## src/rtl/controller.sv

```systemverilog
// Stack calculator top: debounced buttons push/pop/add/sub an 8-bit stack, shown on a 4-digit 7-seg display.
// Latency: press pulse 2+DEBOUNCE_CYCLES cycles after a clean raw edge; stack updates at the end of that cycle; segments one clock later.
// Backpressure: none; presses that do not fit the stack state (full, empty, fewer than two operands) are dropped.
module controller #(
  parameter int DEBOUNCE_CYCLES = 1000000,
  parameter int REFRESH_CYCLES  = 100000,
  parameter int DEPTH           = 8
) (
  input  logic       CLK,
  input  logic       RESET,
  input  logic       ButtonUp_unfiltered,
  input  logic       ButtonDown_unfiltered,
  input  logic       ButtonLeft_unfiltered,
  input  logic       ButtonRight_unfiltered,
  input  logic [7:0] SWITCH,
  output logic [6:0] sevenSeg,
  output logic       anode0_controller,
  output logic       anode1_controller,
  output logic       anode2_controller,
  output logic       anode3_controller
);
  localparam int AW  = (DEPTH > 1) ? $clog2(DEPTH) : 1;
  localparam int CW  = $clog2(DEPTH + 1);
  localparam int DBW = (DEBOUNCE_CYCLES > 1) ? $clog2(DEBOUNCE_CYCLES) : 1;
  localparam int RFW = (REFRESH_CYCLES > 1) ? $clog2(REFRESH_CYCLES) : 1;

  typedef enum logic [2:0] {OP_NONE, OP_PUSH, OP_POP, OP_ADD, OP_SUB} op_e;

  // bit0 = Up (push), bit1 = Down (pop), bit2 = Left (add), bit3 = Right (sub)
  logic [3:0]           w_raw;
  logic [3:0]           r_sync1, r_sync2;
  logic [3:0]           r_db, r_db_d;
  logic [3:0][DBW-1:0]  r_db_cnt;
  logic [3:0]           w_press;
  op_e                  w_op;

  logic [7:0]           r_mem [DEPTH];
  logic [CW-1:0]        r_count;
  logic [AW-1:0]        w_push_idx, w_top_idx, w_sec_idx;
  logic [7:0]           w_top_val;

  logic [RFW-1:0]       r_refresh;
  logic [1:0]           r_digit;
  logic [6:0]           w_seg_next;
  logic [3:0]           r_anode;
  logic [6:0]           r_seg;

  assign w_raw = {ButtonRight_unfiltered, ButtonLeft_unfiltered,
                  ButtonDown_unfiltered, ButtonUp_unfiltered};

  function automatic logic [6:0] hex_font(input logic [3:0] n);
    case (n)
      4'h0: hex_font = 7'h40;  4'h1: hex_font = 7'h79;
      4'h2: hex_font = 7'h24;  4'h3: hex_font = 7'h30;
      4'h4: hex_font = 7'h19;  4'h5: hex_font = 7'h12;
      4'h6: hex_font = 7'h02;  4'h7: hex_font = 7'h78;
      4'h8: hex_font = 7'h00;  4'h9: hex_font = 7'h10;
      4'hA: hex_font = 7'h08;  4'hB: hex_font = 7'h03;
      4'hC: hex_font = 7'h46;  4'hD: hex_font = 7'h21;
      4'hE: hex_font = 7'h06;  default: hex_font = 7'h0E;
    endcase
  endfunction

  // Two-flop synchronizer on the raw button pins.
  always_ff @(posedge CLK) begin
    if (RESET) begin
      r_sync1 <= '0;
      r_sync2 <= '0;
    end else begin
      r_sync1 <= w_raw;
      r_sync2 <= r_sync1;
    end
  end

  // Accept a new level only after it has disagreed with the current one for DEBOUNCE_CYCLES straight cycles; any agreement restarts the count.
  always_ff @(posedge CLK) begin
    if (RESET) begin
      r_db     <= '0;
      r_db_cnt <= '0;
    end else begin
      for (int i = 0; i < 4; i++) begin
        if (r_sync2[i] == r_db[i]) begin
          r_db_cnt[i] <= '0;
        end else if (r_db_cnt[i] == DBW'(DEBOUNCE_CYCLES - 1)) begin
          r_db[i]     <= r_sync2[i];
          r_db_cnt[i] <= '0;
        end else begin
          r_db_cnt[i] <= r_db_cnt[i] + 1'b1;
        end
      end
    end
  end

  // Delayed debounced level so a held button yields a single rising-edge pulse.
  always_ff @(posedge CLK) begin
    if (RESET) r_db_d <= '0;
    else       r_db_d <= r_db;
  end

  assign w_press    = r_db & ~r_db_d;
  assign w_push_idx = r_count[AW-1:0];
  assign w_top_idx  = AW'(r_count - CW'(1));
  assign w_sec_idx  = AW'(r_count - CW'(2));

  // Pick the highest-priority press, then drop it if the stack cannot honour it.
  always_comb begin
    w_op = OP_NONE;
    if (w_press[0]) begin
      if (r_count < CW'(DEPTH)) w_op = OP_PUSH;
    end else if (w_press[1]) begin
      if (r_count != '0) w_op = OP_POP;
    end else if (w_press[2]) begin
      if (r_count >= CW'(2)) w_op = OP_ADD;
    end else if (w_press[3]) begin
      if (r_count >= CW'(2)) w_op = OP_SUB;
    end
  end

  // Stack storage; contents above the count are don't-care so no reset is needed.
  always_ff @(posedge CLK) begin
    case (w_op)
      OP_PUSH: r_mem[w_push_idx] <= SWITCH;
      OP_ADD:  r_mem[w_sec_idx]  <= r_mem[w_sec_idx] + r_mem[w_top_idx];
      OP_SUB:  r_mem[w_sec_idx]  <= r_mem[w_sec_idx] - r_mem[w_top_idx];
      default: ;
    endcase
  end

  // Stack depth: push grows it, pop and the binary ops shrink it by one.
  always_ff @(posedge CLK) begin
    if (RESET) begin
      r_count <= '0;
    end else begin
      case (w_op)
        OP_PUSH:               r_count <= r_count + CW'(1);
        OP_POP, OP_ADD, OP_SUB: r_count <= r_count - CW'(1);
        default: ;
      endcase
    end
  end

  // Scan timer: step to the next digit every REFRESH_CYCLES cycles.
  always_ff @(posedge CLK) begin
    if (RESET) begin
      r_refresh <= '0;
      r_digit   <= '0;
    end else if (r_refresh == RFW'(REFRESH_CYCLES - 1)) begin
      r_refresh <= '0;
      r_digit   <= r_digit + 2'd1;
    end else begin
      r_refresh <= r_refresh + 1'b1;
    end
  end

  // Segment pattern for the digit currently being scanned.
  always_comb begin
    w_top_val  = (r_count == '0) ? 8'h00 : r_mem[w_top_idx];
    w_seg_next = 7'h7F;
    case (r_digit)
      2'd0:    w_seg_next = hex_font(w_top_val[3:0]);
      2'd1:    w_seg_next = hex_font(w_top_val[7:4]);
      2'd2:    w_seg_next = 7'h7F;
      default: w_seg_next = hex_font(4'(r_count));
    endcase
  end

  // Register anode and segments together so they always switch on the same edge.
  always_ff @(posedge CLK) begin
    if (RESET) begin
      r_anode <= 4'b1110;
      r_seg   <= 7'b1000000;
    end else begin
      r_anode <= ~(4'b0001 << r_digit);
      r_seg   <= w_seg_next;
    end
  end

  assign sevenSeg          = r_seg;
  assign anode0_controller = r_anode[0];
  assign anode1_controller = r_anode[1];
  assign anode2_controller = r_anode[2];
  assign anode3_controller = r_anode[3];
endmodule

```

## config.mk

```make
export PLATFORM = sky130hd
export DESIGN_NAME = controller
export DESIGN_NICKNAME = d
export VERILOG_FILES = /design/src/rtl/controller.sv
export SDC_FILE = /design/constraint.sdc
export NUM_CORES = 1
export LEC_CHECK = 0
export CAP_MARGIN = 20
export CORE_UTILIZATION = 50
export CTS_CLUSTER_DIAMETER = 60
export DETAILED_ROUTE_END_ITERATION = 16
export PLACE_DENSITY = 0.79
export SLEW_MARGIN = 20
export SYNTH_ARGS = -nofsm -noshare
export SYNTH_HDL_FRONTEND = slang
export SYNTH_SLANG_ARGS = --single-unit
```

## constraint.sdc

```tcl
create_clock -name CLK -period 6.66 [get_ports CLK]
set_input_delay 0.999 -clock CLK [delete_from_list [all_inputs] [get_ports CLK]]
set_output_delay 0.999 -clock CLK [all_outputs]
set_load 0.02 [all_outputs]
```

Yosys cells after proc, flatten, opt, wreduce, memory -nomap -nowiden
Memory sizes are Yosys's and may differ from the RTL's. A register that Yosys moved wholly into a read port is not among the register bits.
Index checks and enable logic that the tools add are counted.
{ "op_classes": {"n_addsub": 11, "n_lt_le_gt_ge": 2, "eq_ne": 15, "shift": 1, "mux": 23, "bitwise": 8, "n_reduce_logical": 15} }
{ "ops": {"columns": ["op", "count"], "rows": [
  ["adder 20 x 1 -> 20 bit (second input constant)", 4],
  ["equality test 20 bit (second input constant)", 4],
  ["two-way mux 8 bit", 3],
  ["case mux 7 bit (3 select lines)", 1],
  ["two-way mux 3 bit", 6],
  ["adder 17 x 1 -> 17 bit (second input constant)", 1],
  ["equality test 17 bit (second input constant)", 1],
  ["OR reduction 3 bit", 5],
  ["adder 8 bit", 1],
  ["two-way mux 1 bit", 8],
  ["two-way mux 4 bit", 2],
  ["inverter 4 bit", 2],
  ["case mux 4 bit (2 select lines)", 1],
  ["AND reduction 2 bit", 4],
  ["OR reduction 8 bit", 1],
  ["subtractor 8 bit", 1],
  ["equality test 3 x 2 -> 1 bit (second input constant)", 2],
  ["adder 4 x 1 -> 4 bit (second input constant)", 1],
  ["bitwise AND 4 bit", 1],
  ["equality test 1 bit", 4],
  [">= comparator 4 x 2 -> 1 bit (second input constant)", 1],
  ["zero test 4 bit", 1],
  ["less-than comparator 4 bit (second input constant)", 1],
  ["two-way mux 2 bit", 2],
  ["other kinds (14)", 17]
]} }
{ "totals": {"ff_bits": 130, "mem_bits_rw": 64, "romBits": 336, "output_inout_bits": 11, "elab_cells": 95, "n_memories": 4} }
{ "mem_list": {"columns": ["name", "words", "width", "rd", "rd_ports_with_merged_regs", "write_ports", "line_no", "source"], "rows": [
  ["(name not given)", 16, 7, 1, 0, 0, "52", "case (n)"],
  ["(name not given)", 16, 7, 1, 0, 0, "52", null],
  ["(name not given)", 16, 7, 1, 1, 0, "52", null],
  ["r_mem", 8, 8, 2, 0, 1, "37", "logic [7:0] r_mem [DEPTH];"]
]} }

Depth between registers and ports, before layout
Gate-level depths: netlist (run 1).
{ "logic_depth": {"ltp_word": 12, "ltp_mapped": 21, "depth_no_buf": 14} }

Least setup slack after synthesis (run 1)
OpenSTA, ideal clock, no wires.
{ "synth_path": {"path_type": "register to register", "start": "register r_count[0]", "end": "memory r_mem[0][6] (data pin)", "setup_time_ps": 265, "t_arrival_ps": 4650, "t_required_ps": 6395, "setup_slack_ps": 1745, "stages_incl_launch_ff": 22, "path_cell_list": "dfxtp_1 buf_6 buf_12 buf_2 buf_1 inv_1 ha_1 buf_2 buf_2 buf_2 mux4_2 mux2i_1 ha_1 nor2_1 xnor2_1 ha_1 a21o_1 a21o_1 a21o_1 a21oi_1 xor2_1 o21ai_0"} }
{ "synth_between": {"elab_chain_cells": 12} }
{ "synth_lines": {"columns": ["element", "line_no", "source"], "rows": [
  ["start: declaration", "38", "logic [CW-1:0] r_count;"],
  ["start signal: assignment", "135", "OP_PUSH: r_count <= r_count + CW'(1);"],
  ["start signal: assignment", "136", "OP_POP, OP_ADD, OP_SUB: r_count <= r_count - CW'(1);"],
  [">= comparator 4 x 2 -> 1 bit", "113, 115", null],
  ["two-way mux 3 bit", "115", "if (r_count >= CW'(2)) w_op = OP_SUB;"],
  ["two-way mux 3 bit", "114", "end else if (w_press[3]) begin"],
  ["two-way mux 3 bit", "112", "end else if (w_press[2]) begin"],
  ["two-way mux 3 bit", "110", "end else if (w_press[1]) begin"],
  ["two-way mux 3 bit", "108", "if (w_press[0]) begin"],
  ["equality test 3 x 2 -> 1 bit / equality test 3 bit (equally long branches)", "121", "case (w_op)"],
  ["two-way mux 1 bit", "121", null],
  ["two-way mux 1 bit (on tied branches)", "123, 124", null],
  ["bitwise OR 1 bit (no source line)", null, null],
  ["OR reduction 8 bit (no source line)", null, null],
  ["two-way mux 8 bit (no source line) (*)", null, null],
  ["end: declaration", "37", null]
]} }
Every way passes the cells marked *; elsewhere a longest branch is shown, timed or not.

Worst setup path after layout (run 1)
{ "layout_path": {"start": "register r_count[1]", "end": "memory r_mem[5][6] (data pin)"} }
The elaborated chain is that of the path after synthesis.

==> results_dict.tcl, run 1 <==
set metrics [dict create \
    cts_tree "yes" \
    ys_seq_area_frac 0.449 \
    drc 0 \
    status "completed" \
    syn_area_mm2 0.0104 \
    final_area_mm2 0.0116 \
    io_buffers 24 \
    synthTopCellsByCount "nor2_1 (165), dfxtp_1 (137), xor2_1 (66)" \
    p_per_area_mw_per_mm2 223 \
    synth_seq_cells 201 \
    maxCapViolCount 0 \
    grt_max_degree 47 \
    critPathTopFamily "adder cells" \
    cts_resized 0 \
    antenna_found_initial 0 \
    finalMaxSlewViolations 0 \
    dieWidth_um 146 \
    drt-total-wl_mm 20.9 \
    yosysMostFrequentCell "nor2_1" \
    cp_data_arrival_time_ns 4.88 \
    grt_pass1_vias 7188 \
    min_period_ns 4.68 \
    dp_hpwl_mm 14.4 \
    crit_fanout 25 \
    dieArea_mm2 0.0214 \
    final_hold_viol_count 0 \
    worst_slew_pin_slew_ns 1.11 \
    ys.flop_type "dfxtp_1" \
    num_antenna_cells 0 \
    wl_per_cell_um 15.8 \
    peakVddDrop_uv 165 \
    cpPeakStageDelay_ns 0.88 \
    rsz0062_at_grt "false" \
    overflow 0 \
    vias 7489 \
    gp_congestion 0.867 \
    h-tree-depth 1 \
    dr.pass1.iters 6 \
    ant_nets 0 \
    io_pins 25 \
    cts-hold-fix-buffers 0 \
    drive_above_1_share 0.0990 \
    finalNetCount 1093 \
    grt_pass1_wl_mm 34.6 \
    start_util 0.512 \
    critical_path_required_ns 6.86 \
    timing.fmax_ghz 0.214 \
    cp_slowest_cell "ha_1" \
    clock-root-buffer "clkbuf_16" \
    synthTopCellsByArea "dfxtp_1 (26%), edfxtp_1 (18%), mux4_2 (6.7%)" \
    slew_headroom 0.258 \
    worstSetupEndpointType "flop" \
    start_kind "flop" \
    cts.sinks 201 \
    min_path_cells 1 \
    hold_class "flop to flop" \
    cts_setup_buffers 0 \
    synth.distinct_cells 70 \
    netlist_instances 1020 \
    cp_num_cells 14 \
    netlist.area_leader.share 0.264 \
    drtIter0Drc 613 \
    placed_area_mm2 0.0108 \
    finalClockSkew_ns 0.00861 \
    period_share 0.702 \
    cp_cell_sequence "inv_1 > ha_1 > mux4_2 > mux2i_1 > ha_1 > nor2_1 > xnor2_1 > ha_1 > a21o_1 > a21o_1 > a21o_1 > a21oi_1 > xor2_1 > o21ai_0" \
    worst-path-buf-inv 1 \
    synthToLayoutAreaGrowth_pct 11.9 \
    rows 52 \
    yosys.area.top_type "dfxtp_1" \
    ys_async_sr_fraction 0 \
    numCtsBuffers 23 \
    reg2reg_depth 14 \
    syn-num-nets 1079 \
    clkSlewWorstSetupHoldPaths_ns 0.06 \
    synth.avg_cell_area_um2 10.2 \
    hold_ws_ns 0.435 \
    yosys_warnings 0 \
    setup_viol 0 \
    tns_ns 0 \
    grt_usage 0.198 \
    critPathKind "flop to flop" \
    die_y_um 146 \
    via_per_inst 5.67 \
    synth_edf_count 64 \
    cts_buffer_depth 3 \
    core_region_area_mm2 0.0203 \
    p_leak_uw 0.00402 \
    clk_latency_ns 0.50 \
]
[worst reg2reg max path, stage by stage, from the launching register on]
cell,delay (ns)
dfxtp_1,0.33
inv_1,0.11
ha_1,0.88
mux4_2,0.42
mux2i_1,0.33
ha_1,0.29
nor2_1,0.09
xnor2_1,0.20
ha_1,0.29
a21o_1,0.19
a21o_1,0.19
a21o_1,0.18
a21oi_1,0.19
xor2_1,0.09
o21ai_0,0.60
[sequential cells by signal (all words and copies together) (netlist names), named ones only]
register   flops
r_db_d         4
sevenSeg       7
r_sync1        4
r_count        4
r_digit        2
r_db           4
r_sync2        4
r_db_cnt      80
r_anode        4
r_refresh     17
r_mem         64
[per-layer routing]
metal / track usage / routed length (um)
met1: 0.253 / 9200
met5: 0 / 0
met4: 0.0875 / 818
met3: 0.0338 / 1100
met2: 0.330 / 9810
[worst paths after layout]
kind / slack (ns) / to / from
min: 0.44 / r_sync2[1]$_SDFF_PP0_ / r_sync1[1]$_SDFF_PP0_
max: 1.98 / r_mem[5][6]$_DFFE_PP_ / r_count[1]$_SDFFE_PP0N_
max reg2reg: 1.98 / r_mem[5][6]$_DFFE_PP_ / r_count[1]$_SDFFE_PP0N_
min reg2reg: 0.44 / r_sync2[1]$_SDFF_PP0_ / r_sync1[1]$_SDFF_PP0_
[cell type report]
| class | count | area [um^2] |
|---|---|---|
| sequential | 201 | 4670 |
| inverter | 32 | 120 |
| fill | 1646 | 8670 |
| timing repair buffer | 32 | 295 |
| clock buffer | 35 | 707 |
| clock inverter | 7 | 98.8 |
| multi-input combinational | 744 | 5410 |
| tap | 270 | 338 |
[per-stage QoR]
step / setup slack [ns] / total power (uW) / utilization / instances
2_1_floorplan: 1.74 / 1320 / - / 1020
3_3_place_gp: 2.38 / 1330 / 0.533 / 1278
3_5_place_dp: 2.11 / 1330 / 0.533 / 1279
4_1_cts: 2.05 / 2630 / 0.573 / 1321
5_1_grt: 1.70 / 2680 / 0.573 / 1321
6_report: 1.98 / 2600 / 0.573 / 1321
[cells by family after synthesis]
logic type,count (synthesis),synth area share
AND/OR/NAND/NOR,417,0.194
flip-flops,201,0.449
XOR/XNOR,108,0.0917
AO/OA/AOI/OAI,103,0.0650
buffers and inverters,75,0.0318
multiplexers,71,0.114
adder cells (fa/ha/maj),45,0.0549
[power by group]
| part | switching, uW | internal, uW |
|---|---|---|
| logic | 19.7 | 12.5 |
| registers | 3.16 | 1270 |
| clock network | 481 | 814 |
| total | 504 | 2090 |
[cell usage in the layout (no fill, tap or decap), types with 14 or more instances in the layout]
| cell | n |
|---|---|
| xnor2_1 | 41 |
| mux4_2 | 31 |
| inv_1 | 31 |
| o21ai_0 | 20 |
| dfxtp_1 | 136 |
| mux2i_1 | 23 |
| xor2_1 | 66 |
| a21oi_1 | 30 |
| clkdlybuf4s50_1 | 23 |
| nor2b_1 | 23 |
| nand3_1 | 50 |
| nand2_1 | 58 |
| nor2_1 | 163 |
| or3_1 | 14 |
| clkbuf_16 | 25 |
| edfxtp_1 | 64 |
| nand4_1 | 14 |
| ha_1 | 44 |
| nor3_1 | 22 |
Note: power is estimated with default switching activity, not from simulation.
==> inputs of run 2 (changes only) <==
--- a/config.mk
+++ b/config.mk
@@ -9,7 +9,7 @@
 export CORE_UTILIZATION = 50
 export CTS_CLUSTER_DIAMETER = 60
 export DETAILED_ROUTE_END_ITERATION = 16
-export PLACE_DENSITY = 0.79
+export PLACE_DENSITY = 0.81
 export SLEW_MARGIN = 20
 export SYNTH_ARGS = -nofsm -noshare
 export SYNTH_HDL_FRONTEND = slang
==> constraint.sdc (replaced) <==
create_clock -name CLK -period 3.8 [get_ports CLK]
set_input_delay 0.57 -clock CLK [delete_from_list [all_inputs] [get_ports CLK]]
set_output_delay 0.57 -clock CLK [all_outputs]
set_load 0.02 [all_outputs]
==> run 2 against run 1 <==
Net effect: via count rose by 2.8%; worst hold slack improved by 0.012 ns; global-route usage rose by 1.0 points; sequential power rose by 76%; register-to-register slack got worse by 1.9 ns; final cell count rose by 1.7%.
==> results_dict.tcl, run 2 (synthesis results as in run 1) <==
set metrics [dict create \
    status "completed" \
    gp_congestion 0.925 \
    layout_common_cells "nor2_1 (164), dfxtp_1 (134), xor2_1 (66)" \
    grt_max_degree 45 \
    dieArea_mm2 0.0214 \
    cts.sinks 201 \
    cp_data_arrival_time_ns 4.01 \
    rows 52 \
    cts_tree "yes" \
    start_kind "flop" \
    crit_fanout 9 \
    p_per_area_mw_per_mm2 379 \
    timing.fmax_ghz 0.270 \
    slew_headroom 0.496 \
    ant_nets 0 \
    dieWidth_um 146 \
    largest_reg_flops 80 \
    top_register "r_db_cnt" \
    final_hold_viol_count 0 \
    drive_above_1_share 0.131 \
    core_region_area_mm2 0.0203 \
    num_antenna_cells 0 \
    numCtsBuffers 22 \
    grt_usage 0.209 \
    drt-total-wl_mm 22.4 \
    dr.pass1.iters 5 \
    via_per_inst 5.73 \
    vias 7700 \
    cts_buffer_depth 3 \
    clk_latency_ns 0.52 \
    grt_pass1_wl_mm 36.4 \
    dp_hpwl_mm 15.0 \
    drtIter0Drc 754 \
    dpl.cell_count 1292 \
    io_buffers 24 \
    stdcell_count 1343 \
    period_share 0.973 \
    finalNetCount 1116 \
    grt_pass1_vias 7405 \
    synthToLayoutAreaGrowth_pct 14.9 \
    reg_top3 "r_db_cnt x80, r_mem x64, r_refresh x17" \
    peakVddDrop_uv 258 \
    p_leak_uw 0.00416 \
    mostFrequentLayoutCell "nor2_1" \
    overflow 0 \
    worstSetupEndpointType "flop" \
    start_util 0.512 \
    wl_per_cell_um 16.7 \
    critical_path_required_ns 4.11 \
    worst_slew_pin_slew_ns 0.749 \
    finalMaxSlewViolations 0 \
    finalClockSkew_ns 0.00781 \
    h-tree-depth 1 \
    clkSlewWorstSetupHoldPaths_ns 0.06 \
    dpl_worst_slack_ns 0.115 \
    antenna_found_initial 0 \
    die_y_um 146 \
    fin_ws_ns 0.101 \
    clock-root-buffer "clkbuf_16" \
    hold_class "flop to flop" \
    io_pins 25 \
    critPathKind "flop to flop" \
    setup_viol 0 \
    maxCapViolCount 0 \
    drc 0 \
    min_period_ns 3.70 \
]
## run 2: final cells by class
| class | instances | area, um^2 |
|---|---|---|
| fillers | 1602 | 8360 |
| multi-input cells | 744 | 5500 |
| flip-flops and latches | 201 | 4670 |
| clock buffers | 28 | 573 |
| repair buffers | 56 | 539 |
| well taps | 270 | 338 |
| clock inverters | 12 | 195 |
| inverters | 32 | 128 |
## run 2: path summary, 6_finish.rpt
check	slack, ns	to	cells past startpoint	startpoint
worst max register to register	0.10	r_mem[0][7]$_DFFE_PP_	13	r_count[0]$_SDFFE_PP0N_
worst max-delay path	0.10	r_mem[0][7]$_DFFE_PP_	13	r_count[0]$_SDFFE_PP0N_
worst min-delay path	0.45	r_db_cnt[60]$_SDFF_PP0_	1	r_db_cnt[60]$_SDFF_PP0_
worst min register to register	0.45	r_db_cnt[60]$_SDFF_PP0_	1	r_db_cnt[60]$_SDFF_PP0_
## run 2: critical path, stage by stage (launching register included)
cell,delay (ns)
dfxtp_4,0.44
inv_6,0.06
ha_4,0.34
buf_4,0.17
mux4_2,0.37
mux2_2,0.38
o21ai_2,0.18
xnor2_1,0.17
ha_1,0.30
o21ai_0,0.17
a21oi_1,0.09
o41ai_2,0.38
xnor2_1,0.13
o21ai_2,0.31
## run 2: stage by stage
step            util  cell area [um^2]  hold slack [ns]  power [uW]  setup TNS [ns]
3_5_place_dp   0.541             11000            0.434        2330               0
5_1_grt        0.588             11900            0.459        4660          -0.783
2_1_floorplan      -             10500            0.414        2310           -1.29
3_3_place_gp   0.541             11000            0.427        2330               0
4_1_cts        0.579             11800            0.451        4570               0
6_report       0.588             11900            0.447        4520               0
## run 2: timing repair
| action | 4_1_cts | 5_1_grt |
|---|---|---|
| setup buffers | 0 | 9 |
| pin swaps | 0 | 7 |
| hold buffers | 0 | 0 |
| setup endpoints to repair | 9 | 40 |
| cloned | 0 | 2 |
| resized for setup | 1 | 15 |
| hold endpoints to repair | 0 | 0 |
## run 2: per-layer routing
metal | part of all wire | track usage | up-vias
met5 | 0 | 0 | -
met4 | 0.039 | 0.0885 | 0
met3 | 0.071 | 0.0369 | 67
met2 | 0.47 | 0.349 | 288
met1 | 0.42 | 0.266 | 3658
li1 | - | - | 3687
## run 2: power breakdown
part	internal [uW]	total [uW]	switching, uW
Sequential	2220	2230	5.78
Combinational	22.4	57.3	34.8
Clock	1360	2240	878
Total	3600	4520	918
